**src/rtl/nibble_serial_tx_if.sv**
```systemverilog
// Handshake and serial-line bundle for nibble_serial_tx.
// The master side supplies data and load; the slave side is the transmitter.
interface nibble_serial_tx_if #(
  parameter int DATA_W = 4
);
  logic [DATA_W-1:0] d;
  logic              load;
  logic              ready;
  logic              tx;
  logic              busy;
  logic              done;

  modport master (output d, load, input ready, tx, busy, done);
  modport slave  (input d, load, output ready, tx, busy, done);
endinterface

```
**src/rtl/nibble_serial_tx.sv**
```systemverilog
// Serialises a parallel word as an async-style frame: start, data LSB-first,
// optional even parity, stop. Each bit is held for CLKS_PER_BIT clocks.
module nibble_serial_tx #(
  parameter int DATA_W       = 4,
  parameter int CLKS_PER_BIT = 4,
  parameter int PARITY_EN    = 0
) (
  input  logic               clk,
  input  logic               reset,
  nibble_serial_tx_if.slave  bus
);

  typedef enum logic [2:0] {
    S_IDLE,
    S_START,
    S_DATA,
    S_PARITY,
    S_STOP
  } state_e;

  localparam int CNT_W = (CLKS_PER_BIT > 1) ? $clog2(CLKS_PER_BIT) : 1;
  localparam int IDX_W = (DATA_W > 1) ? $clog2(DATA_W) : 1;
  localparam logic [CNT_W-1:0] CNT_LAST = CNT_W'(CLKS_PER_BIT - 1);
  localparam logic [IDX_W-1:0] IDX_LAST = IDX_W'(DATA_W - 1);

  state_e            state_q;
  logic [CNT_W-1:0]  cnt_q;
  logic [IDX_W-1:0]  idx_q;
  logic [DATA_W-1:0] shift_q;
  logic [DATA_W-1:0] shift_d;
  logic              par_q;
  logic              tx_q;
  logic              ready_q;
  logic              done_q;
  logic              bit_end;

  assign shift_d = shift_q >> 1;
  assign bit_end = (cnt_q == CNT_LAST);

  // NOTE: all state below uses non-blocking assignments so every register
  // samples the pre-edge values, independent of statement order.
  always_ff @(posedge clk) begin
    if (reset) begin
      state_q <= S_IDLE;
      cnt_q   <= '0;
      idx_q   <= '0;
      // NOTE: the shift register is small, so it is cleared with the rest of
      // the state; a real memory array would be left unreset.
      shift_q <= '0;
      par_q   <= 1'b0;
      tx_q    <= 1'b1;
      ready_q <= 1'b1;
      done_q  <= 1'b0;
    end else begin
      done_q <= 1'b0;
      if (state_q != S_IDLE) cnt_q <= bit_end ? '0 : cnt_q + 1'b1;

      case (state_q)
        S_IDLE: begin
          if (bus.load) begin
            shift_q <= bus.d;
            par_q   <= ^bus.d;
            idx_q   <= '0;
            cnt_q   <= '0;
            tx_q    <= 1'b0;
            ready_q <= 1'b0;
            state_q <= S_START;
          end
        end
        S_START: begin
          if (bit_end) begin
            tx_q    <= shift_q[0];
            state_q <= S_DATA;
          end
        end
        S_DATA: begin
          if (bit_end) begin
            if (idx_q == IDX_LAST) begin
              if (PARITY_EN != 0) begin
                tx_q    <= par_q;
                state_q <= S_PARITY;
              end else begin
                tx_q    <= 1'b1;
                state_q <= S_STOP;
              end
            end else begin
              shift_q <= shift_d;
              tx_q    <= shift_d[0];
              idx_q   <= idx_q + 1'b1;
            end
          end
        end
        S_PARITY: begin
          if (bit_end) begin
            tx_q    <= 1'b1;
            state_q <= S_STOP;
          end
        end
        S_STOP: begin
          // Leaving STOP lands in IDLE with ready already high, so a load in
          // the done cycle starts the next frame with no idle gap.
          if (bit_end) begin
            ready_q <= 1'b1;
            done_q  <= 1'b1;
            state_q <= S_IDLE;
          end
        end
        default: begin
          tx_q    <= 1'b1;
          ready_q <= 1'b1;
          state_q <= S_IDLE;
        end
      endcase
    end
  end

  assign bus.tx    = tx_q;
  assign bus.ready = ready_q;
  assign bus.busy  = ~ready_q;
  assign bus.done  = done_q;

endmodule
```
**src/flat_wrapper.sv**
```systemverilog
// flat-port wrapper written by rule: the top's interface ports become plain ports
module nibble_serial_tx_flat 
#(
  parameter int DATA_W       = 4,
  parameter int CLKS_PER_BIT = 4,
  parameter int PARITY_EN    = 0
)
  (clk, reset, bus_d, bus_load, bus_ready, bus_tx, bus_busy, bus_done);
  nibble_serial_tx_if #(.DATA_W(DATA_W)) bus_i ();
  input  logic clk;
  input  logic reset;
  input wire logic [$bits(bus_i.d)-1:0] bus_d;
  input wire logic [$bits(bus_i.load)-1:0] bus_load;
  output wire logic [$bits(bus_i.ready)-1:0] bus_ready;
  output wire logic [$bits(bus_i.tx)-1:0] bus_tx;
  output wire logic [$bits(bus_i.busy)-1:0] bus_busy;
  output wire logic [$bits(bus_i.done)-1:0] bus_done;
  assign bus_i.d = bus_d;
  assign bus_i.load = bus_load;
  assign bus_ready = bus_i.ready;
  assign bus_tx = bus_i.tx;
  assign bus_busy = bus_i.busy;
  assign bus_done = bus_i.done;
  nibble_serial_tx #(.DATA_W(DATA_W), .CLKS_PER_BIT(CLKS_PER_BIT), .PARITY_EN(PARITY_EN)) u_core (.clk(clk), .reset(reset), .bus(bus_i));
endmodule
```
**config.mk**
```make
export PLATFORM = sky130hd
export DESIGN_NAME = nibble_serial_tx_flat
export DESIGN_NICKNAME = d
export VERILOG_FILES = /design/src/rtl/nibble_serial_tx_if.sv /design/src/rtl/nibble_serial_tx.sv /design/src/flat_wrapper.sv
export SDC_FILE = /design/constraint.sdc
export NUM_CORES = 1
export LEC_CHECK = 0
export CELL_PAD_IN_SITES_DETAIL_PLACEMENT = 1
export CELL_PAD_IN_SITES_GLOBAL_PLACEMENT = 1
export CORE_UTILIZATION = 40
export CTS_CLUSTER_SIZE = 40
export DETAILED_ROUTE_END_ITERATION = 12
export PLACE_DENSITY = 0.88
export SYNTH_ARGS = -nofsm -noshare
export SYNTH_HDL_FRONTEND = slang
export SYNTH_SLANG_ARGS = --single-unit
```
**constraint.sdc**
```tcl
create_clock -name clk -period 1.6 [get_ports clk]
set_input_delay 0.4 -clock clk [delete_from_list [all_inputs] [get_ports clk]]
set_output_delay 0.4 -clock clk [all_outputs]
set_load 0.02 [all_outputs]
```
==> metrics.txt, run 1 <==
FILL cells 227; post-DP HPWL 1580 um; worst setup margin 0.0954 ns; clk_skew 0.00204 ns; CP Launch Type flip-flop; Int Pwr 569 uW; GRT overflow 0; CP Launch Point u_core.cnt_q[0]; PD cells 842 mW/mm^2; Post-DP Area 945 sq um; worst-case clock buffer depth 2; Via density 5.93; Hold Crit Class reg2reg; async set-reset flop share out of synthesis 0%; Leak 0.396 nW; Synth area leader dfxtp_1; H-tree depth 1; worst skew pair latency 0.27 ns; total track usage 22.0%; Initial Util 44.9%; RSZ-0062 raised after global routing false; Post-DRT Antenna Nets 0; fin crit period 1.50 ns; Hold Startpoint u_core.shift_q[3]; worst r2r src u_core.cnt_q[0]; global-route wire length before repair 3370 um; Post-Syn Nets 97; main flop type after synthesis dfxtp_1; DRC violations left 0; area of the core 0.00182 sq mm; share of layout cells above drive strength 1 17.0%; Nets 111; largest net degree at the start of global routing 14; status complete, no violations; Avg WL per Cell 15.9 um; total CTS buffers 3; Synth-to-Final Area Change 18.2%; max-slew violations 0; P_sw 244 uW; DIE HEIGHT 47.2 um; CTS tree done; Root Driver clkbuf_4; worst slew pin tran 0.447 ns; clock share of power 24.2%; Setup crit end kind flip-flop; Diodes inserted 0; Mapped Cells 88; maximum clock frequency 0.665 GHz; CP Max Fanout 6; Slew headroom 70.2%; Ports 11; Final Hold Fails 0; share of the yosys chip area belonging to registers 34.3%; DIE WIDTH 47.2 um; Syn Area/Cell 9.28 sq um; CP required 1.76 ns; Finish-stage setup viols 0; Max VDD drop 0.409 mV; Pre-Repair DR Iteration Count 3; Critical Setup Path Class reg2reg; period utilization 94.0%; area share of the largest cell type after synthesis 34.3%; First DRT Iteration DRCs 5; full die area 0.00223 sq mm; CTS sink count 14; sequential power share 51.0%; fin area 966 sq um; Max Cap Viol 0; I/O Buffers 10; ranking of synthesized cells by area dfxtp_1 34%, mux2i_1 8.6%, a21oi_1 4.9%; post-synthesis register bit count 14; cts hold-fix bufs 0; sw frac 30.1%; CP arrival 1.67 ns; clock slew at the register clock pins of the worst setup and hold paths 0.08 ns; vias in the first global route 736; Synth cell types 35; initial antenna violation count 0; Ys Warns 0; mapped cell area 817 sq um; Vias 741; Total Wirelength 1990 um; Place WS -0.164 ns; row cnt 15; Gate power share 24.8%; EDFF count, synth 0; gpl congestion 0.831
[critical path, stage by stage, from the launching register on]
cell      delay, ns
dfxtp_1        0.33
ha_1           0.29
buf_4          0.19
mux2_2         0.28
o311ai_2       0.25
a21oi_2        0.06
[cells in the mapped netlist, types with 2 or more instances]
| cell type | count |
|---|---|
| inv_1 | 2 |
| o311ai_0 | 3 |
| o21bai_1 | 4 |
| mux2i_1 | 7 |
| dfxtp_1 | 14 |
| buf_2 | 6 |
| nor3_1 | 2 |
| buf_6 | 3 |
| a21oi_1 | 8 |
| nor2b_1 | 2 |
| nor2_1 | 4 |
| ha_1 | 2 |
| nand2_1 | 6 |
| nor3b_1 | 2 |
| nand3b_1 | 2 |
| nor4_1 | 2 |
[power by group through the flow]
stage | sequential (mW) | combinational (mW) | clock [mW]
finish | 0.414 | 0.202 | 0.197
global route | 0.419 | 0.223 | 0.221
global placement | 0.419 | 0.197 | 0
detailed placement | 0.421 | 0.210 | 0
CTS | 0.413 | 0.204 | 0.206
floorplan | 0.410 | 0.151 | 0
[layout by cell type, fill, tap and decap left out]
| cell type | instances |
|---|---|
| dfxtp_1 | 14 |
| o21bai_1 | 4 |
| nor4b_1 | 1 |
| o311ai_0 | 3 |
| nand2_1 | 6 |
| or3b_1 | 1 |
| ha_1 | 2 |
| dlygate4sd2_1 | 3 |
| mux2_2 | 1 |
| buf_4 | 8 |
| nor4_1 | 2 |
| clkdlybuf4s50_1 | 6 |
| a21oi_2 | 1 |
| nor3b_1 | 2 |
| a21boi_0 | 1 |
| o41a_1 | 1 |
| o311ai_2 | 1 |
| and3b_4 | 1 |
| o21ai_1 | 1 |
| nand2b_1 | 1 |
| or4b_4 | 1 |
| or3_1 | 1 |
| clkbuf_4 | 3 |
| nand3_1 | 1 |
| nand3b_1 | 2 |
| o21a_1 | 1 |
| nor3_1 | 2 |
| nor2b_1 | 2 |
| nor2_1 | 4 |
| nor3b_2 | 1 |
| o22a_1 | 1 |
| dlymetal6s2s_1 | 1 |
| a21oi_1 | 8 |
| inv_1 | 2 |
| o2111ai_1 | 1 |
| o221ai_1 | 1 |
| mux2i_1 | 7 |
| clkinv_1 | 1 |
[timing repair]
item                       in CTS  in global routing
buffers inserted                0                  0
gates resized for setup         3                  1
setup endpoints to repair       3                  1
[layer usage]
layer | vias up | routed length (um) | track usage, %
met4 | 0 | 14 | 9.14
met5 | - | 0 | 0
met3 | 2 | 45 | 4.62
met1 | 377 | 870 | 27.3
li1 | 352 | - | -
met2 | 10 | 1060 | 36.9
[per-stage QoR]
| step | setup TNS (ns) | util [%] | total power [mW] | std cells | hold slack (ns) |
|---|---|---|---|---|---|
| global route | 0 | 53.1 | 0.864 | 125 | 0.501 |
| finish | 0 | 53.1 | 0.813 | 125 | 0.484 |
| detailed placement | -1.14 | 51.9 | 0.632 | 122 | 0.467 |
| CTS | 0 | 52.9 | 0.824 | 125 | 0.487 |
| global placement | -0.743 | 51.9 | 0.616 | 122 | 0.447 |
| floorplan | 0 | - | 0.561 | 88 | 0.434 |
[sequential cells by signal, indices dropped and copies added, names as in the netlist]
name	cells
u_core.bus.done	1
u_core.idx_q	2
u_core.bus.tx	1
u_core.state_q	3
u_core.bus.ready	1
u_core.shift_q	4
u_core.cnt_q	2
[worst paths after layout]
check	depth (start not counted)	slack, ns	endpoint
worst max register to register	5	0.1	u_core.state_q[1]
worst min-delay path	2	0.48	u_core.shift_q[3]
worst max-delay path	5	0.1	u_core.state_q[1]
worst min register to register	2	0.48	u_core.shift_q[3]
[logic make-up (layout without fill, tap and decap cells)]
logic type	count (synthesis)	in the layout	share of synthesized area (%)
flops	14	14	34.3
compound gates	24	24	21.9
simple gates	28	28	21.6
mux	8	8	9.95
buf+inv	12	24	9.19
fa+ha+maj	2	2	3.06
[layout make-up]
type	count	area (sq um)	share of cell area, %
repair buffers	18	159	16.5
inverters	3	11.3	1.17
flip-flops and latches	14	280	29.0
clock buffers	3	22.5	2.33
multi-input cells	62	462	47.8
well taps	25	31.3	3.24
Note: power is estimated with default switching activity, not from simulation.
==> run 2, diff against run 1 <==
--- a/config.mk
+++ b/config.mk
@@ -10,7 +10,7 @@
 export CORE_UTILIZATION = 40
 export CTS_CLUSTER_SIZE = 40
 export DETAILED_ROUTE_END_ITERATION = 12
-export PLACE_DENSITY = 0.88
+export PLACE_DENSITY = 0.74
 export SYNTH_ARGS = -nofsm -noshare
 export SYNTH_HDL_FRONTEND = slang
 export SYNTH_SLANG_ARGS = --single-unit
==> metrics.txt, run 2 (synthesized netlist as in run 1, its figures left out) <==
Max Cap Viol 0; Int Pwr 572 uW; Worst R2R End u_core.state_q[1]; Fin Setup TNS 0 ns; initial antenna violation count 0; First DRT Iteration DRCs 2; Finish-stage setup viols 0; Worst path slowest cell dfxtp_1; Pre-Repair DR Iteration Count 4; area of the core 0.00182 sq mm; CP Launch Type flip-flop; CP max stage delay 0.34 ns; Biggest register u_core.shift_q; Post-DRT Antenna Nets 0; Avg WL per Cell 14.4 um; sw frac 30.1%; total CTS buffers 3; sequential power share 50.5%; Post-DP Area 967 sq um; worst slew pin tran 0.398 ns; Non-Filler Instances 128; flip-flop and latch area 280 sq um; met3 usage 3.46%; Diodes inserted 0; Ports 11; global-route wire length before repair 3130 um; worst-case clock buffer depth 2; Hold Crit Class reg2reg; fin area 990 sq um; I/O Buffers 10; Synth-to-Final Area Change 21.1%; most common cell after layout, fill and taps aside dfxtp_1; CTS sink count 14; PD cells 827 mW/mm^2; row cnt 15; Gate power share 24.8%; Vias 709; total track usage 20.1%; CTS tree done; r2r setup slk 0.12 ns; Total Wirelength 1840 um; DIE WIDTH 47.2 um; CP arrival 1.65 ns; largest net degree at the start of global routing 14; clock slew at the register clock pins of the worst setup and hold paths 0.09 ns; most used routing layer met2; H-tree depth 1; end point of the critical path u_core.state_q[1]; P_sw 246 uW; max reg flops 4; worst r2r src u_core.cnt_q[0]; CP required 1.76 ns; critical path depth in cells 5; clock share of power 24.7%; status complete, no violations; Critical Setup Path Class reg2reg; max-slew violations 0; commonest non-fill, non-tap cells in the layout 14 x dfxtp_1, 11 x buf_4, 8 x a21oi_1; Root Driver clkbuf_4; RSZ-0062 raised after global routing false; Slew headroom 73.1%; Nets 114; worst-case reg-to-reg path depth 5; GRT overflow 0; Final Hold Fails 0; met1 Usage GRT 25.6%; cts hold-fix bufs 0; period utilization 92.7%; # placed instances 125; Final Util 54.4%; Post-CTS Repair Setup Buffers 0; FILL cells 225; maximum clock frequency 0.674 GHz; fin crit period 1.48 ns; DIE HEIGHT 47.2 um; clk_skew 0.00398 ns; Leak 0.412 nW; vias in the first global route 702; Max VDD drop 0.432 mV; Initial Util 44.9%; gpl congestion 0.755; share of layout cells above drive strength 1 20.4%; DRC violations left 0; CP cell instances ha_1 -> buf_4 -> mux2_2 -> o311ai_2 -> a21oi_2; largest delay contributor family on the critical path flip-flops; post-DP HPWL 1390 um; CP Launch Point u_core.cnt_q[0]; Setup crit end kind flip-flop; Via density 5.54; M2 GR Usage 33.3%; Final Power 819 uW; CP Max Fanout 6; biggest registers after layout u_core.shift_q x4, u_core.state_q x3; worst skew pair latency 0.28 ns; full die area 0.00223 sq mm; Multi-input gate area 463 sq um; Crit path buffers/inverters 1
-- run 2: cell count changes in the layout (fill, tap and decap cells not counted) --
cell,before,now
buf_4,8,11
o21a_1,1,0
o21a_2,0,1
-- run 2: worst min path at each step --
stage	startpoint	end	slack, ns	depth (start not counted)
2_1_floorplan	u_core.shift_q[3]	u_core.shift_q[3]	0.43	2
3_3_place_gp	u_core.idx_q[1]	u_core.idx_q[1]	0.45	2
3_5_place_dp	u_core.idx_q[1]	u_core.idx_q[1]	0.46	2
4_1_cts	u_core.idx_q[1]	u_core.idx_q[1]	0.47	2
5_1_grt	u_core.idx_q[1]	u_core.idx_q[1]	0.50	2
6_report	u_core.idx_q[1]	u_core.idx_q[1]	0.47	2
-- run 2: power groups by stage --
| stage | clock, mW | sequential [mW] | combinational, mW |
|---|---|---|---|
| 6_report | 0.202 | 0.413 | 0.203 |
| 5_1_grt | 0.222 | 0.419 | 0.223 |
| 4_1_cts | 0.207 | 0.413 | 0.205 |
| 3_5_place_dp | 0 | 0.422 | 0.211 |
| 3_3_place_gp | 0 | 0.420 | 0.204 |
| 2_1_floorplan | 0 | 0.410 | 0.151 |
-- run 2: worst register-to-register path: cells and delay by family, from the launching register on --
kind / cells / cell delay [ns]
multiplexers: 1 / 0.27
flip-flops: 1 / 0.34
buffers and inverters: 1 / 0.19
adder cells (fa/ha/maj): 1 / 0.28
AO/OA/AOI/OAI: 2 / 0.30
-- run 2: stage by stage --
step,setup slack (ns),hold slack (ns)
2_1_floorplan,0.208,0.434
3_3_place_gp,-0.114,0.447
3_5_place_dp,-0.193,0.462
4_1_cts,0.000945,0.474
5_1_grt,0.0397,0.499
6_report,0.117,0.471
-- run 2: layout make-up --
class	count	area share [%]
sequential	14	28.3
inverter	3	1.14
clock buffer	3	2.28
multi-input combinational	62	46.8
timing repair buffer	21	18.3
tap	25	3.16
-- run 2: routing by layer --
layer,up-vias,routed length [um]
met5,-,0
met4,0,12
met3,2,62
met2,16,922
met1,339,846
li1,352,-
-- run 2: what timing repair did --
item,in CTS,in global routing
gates cloned,0,0
resized for setup,3,2
endpoints found under the setup margin,3,2
pin swaps,0,0
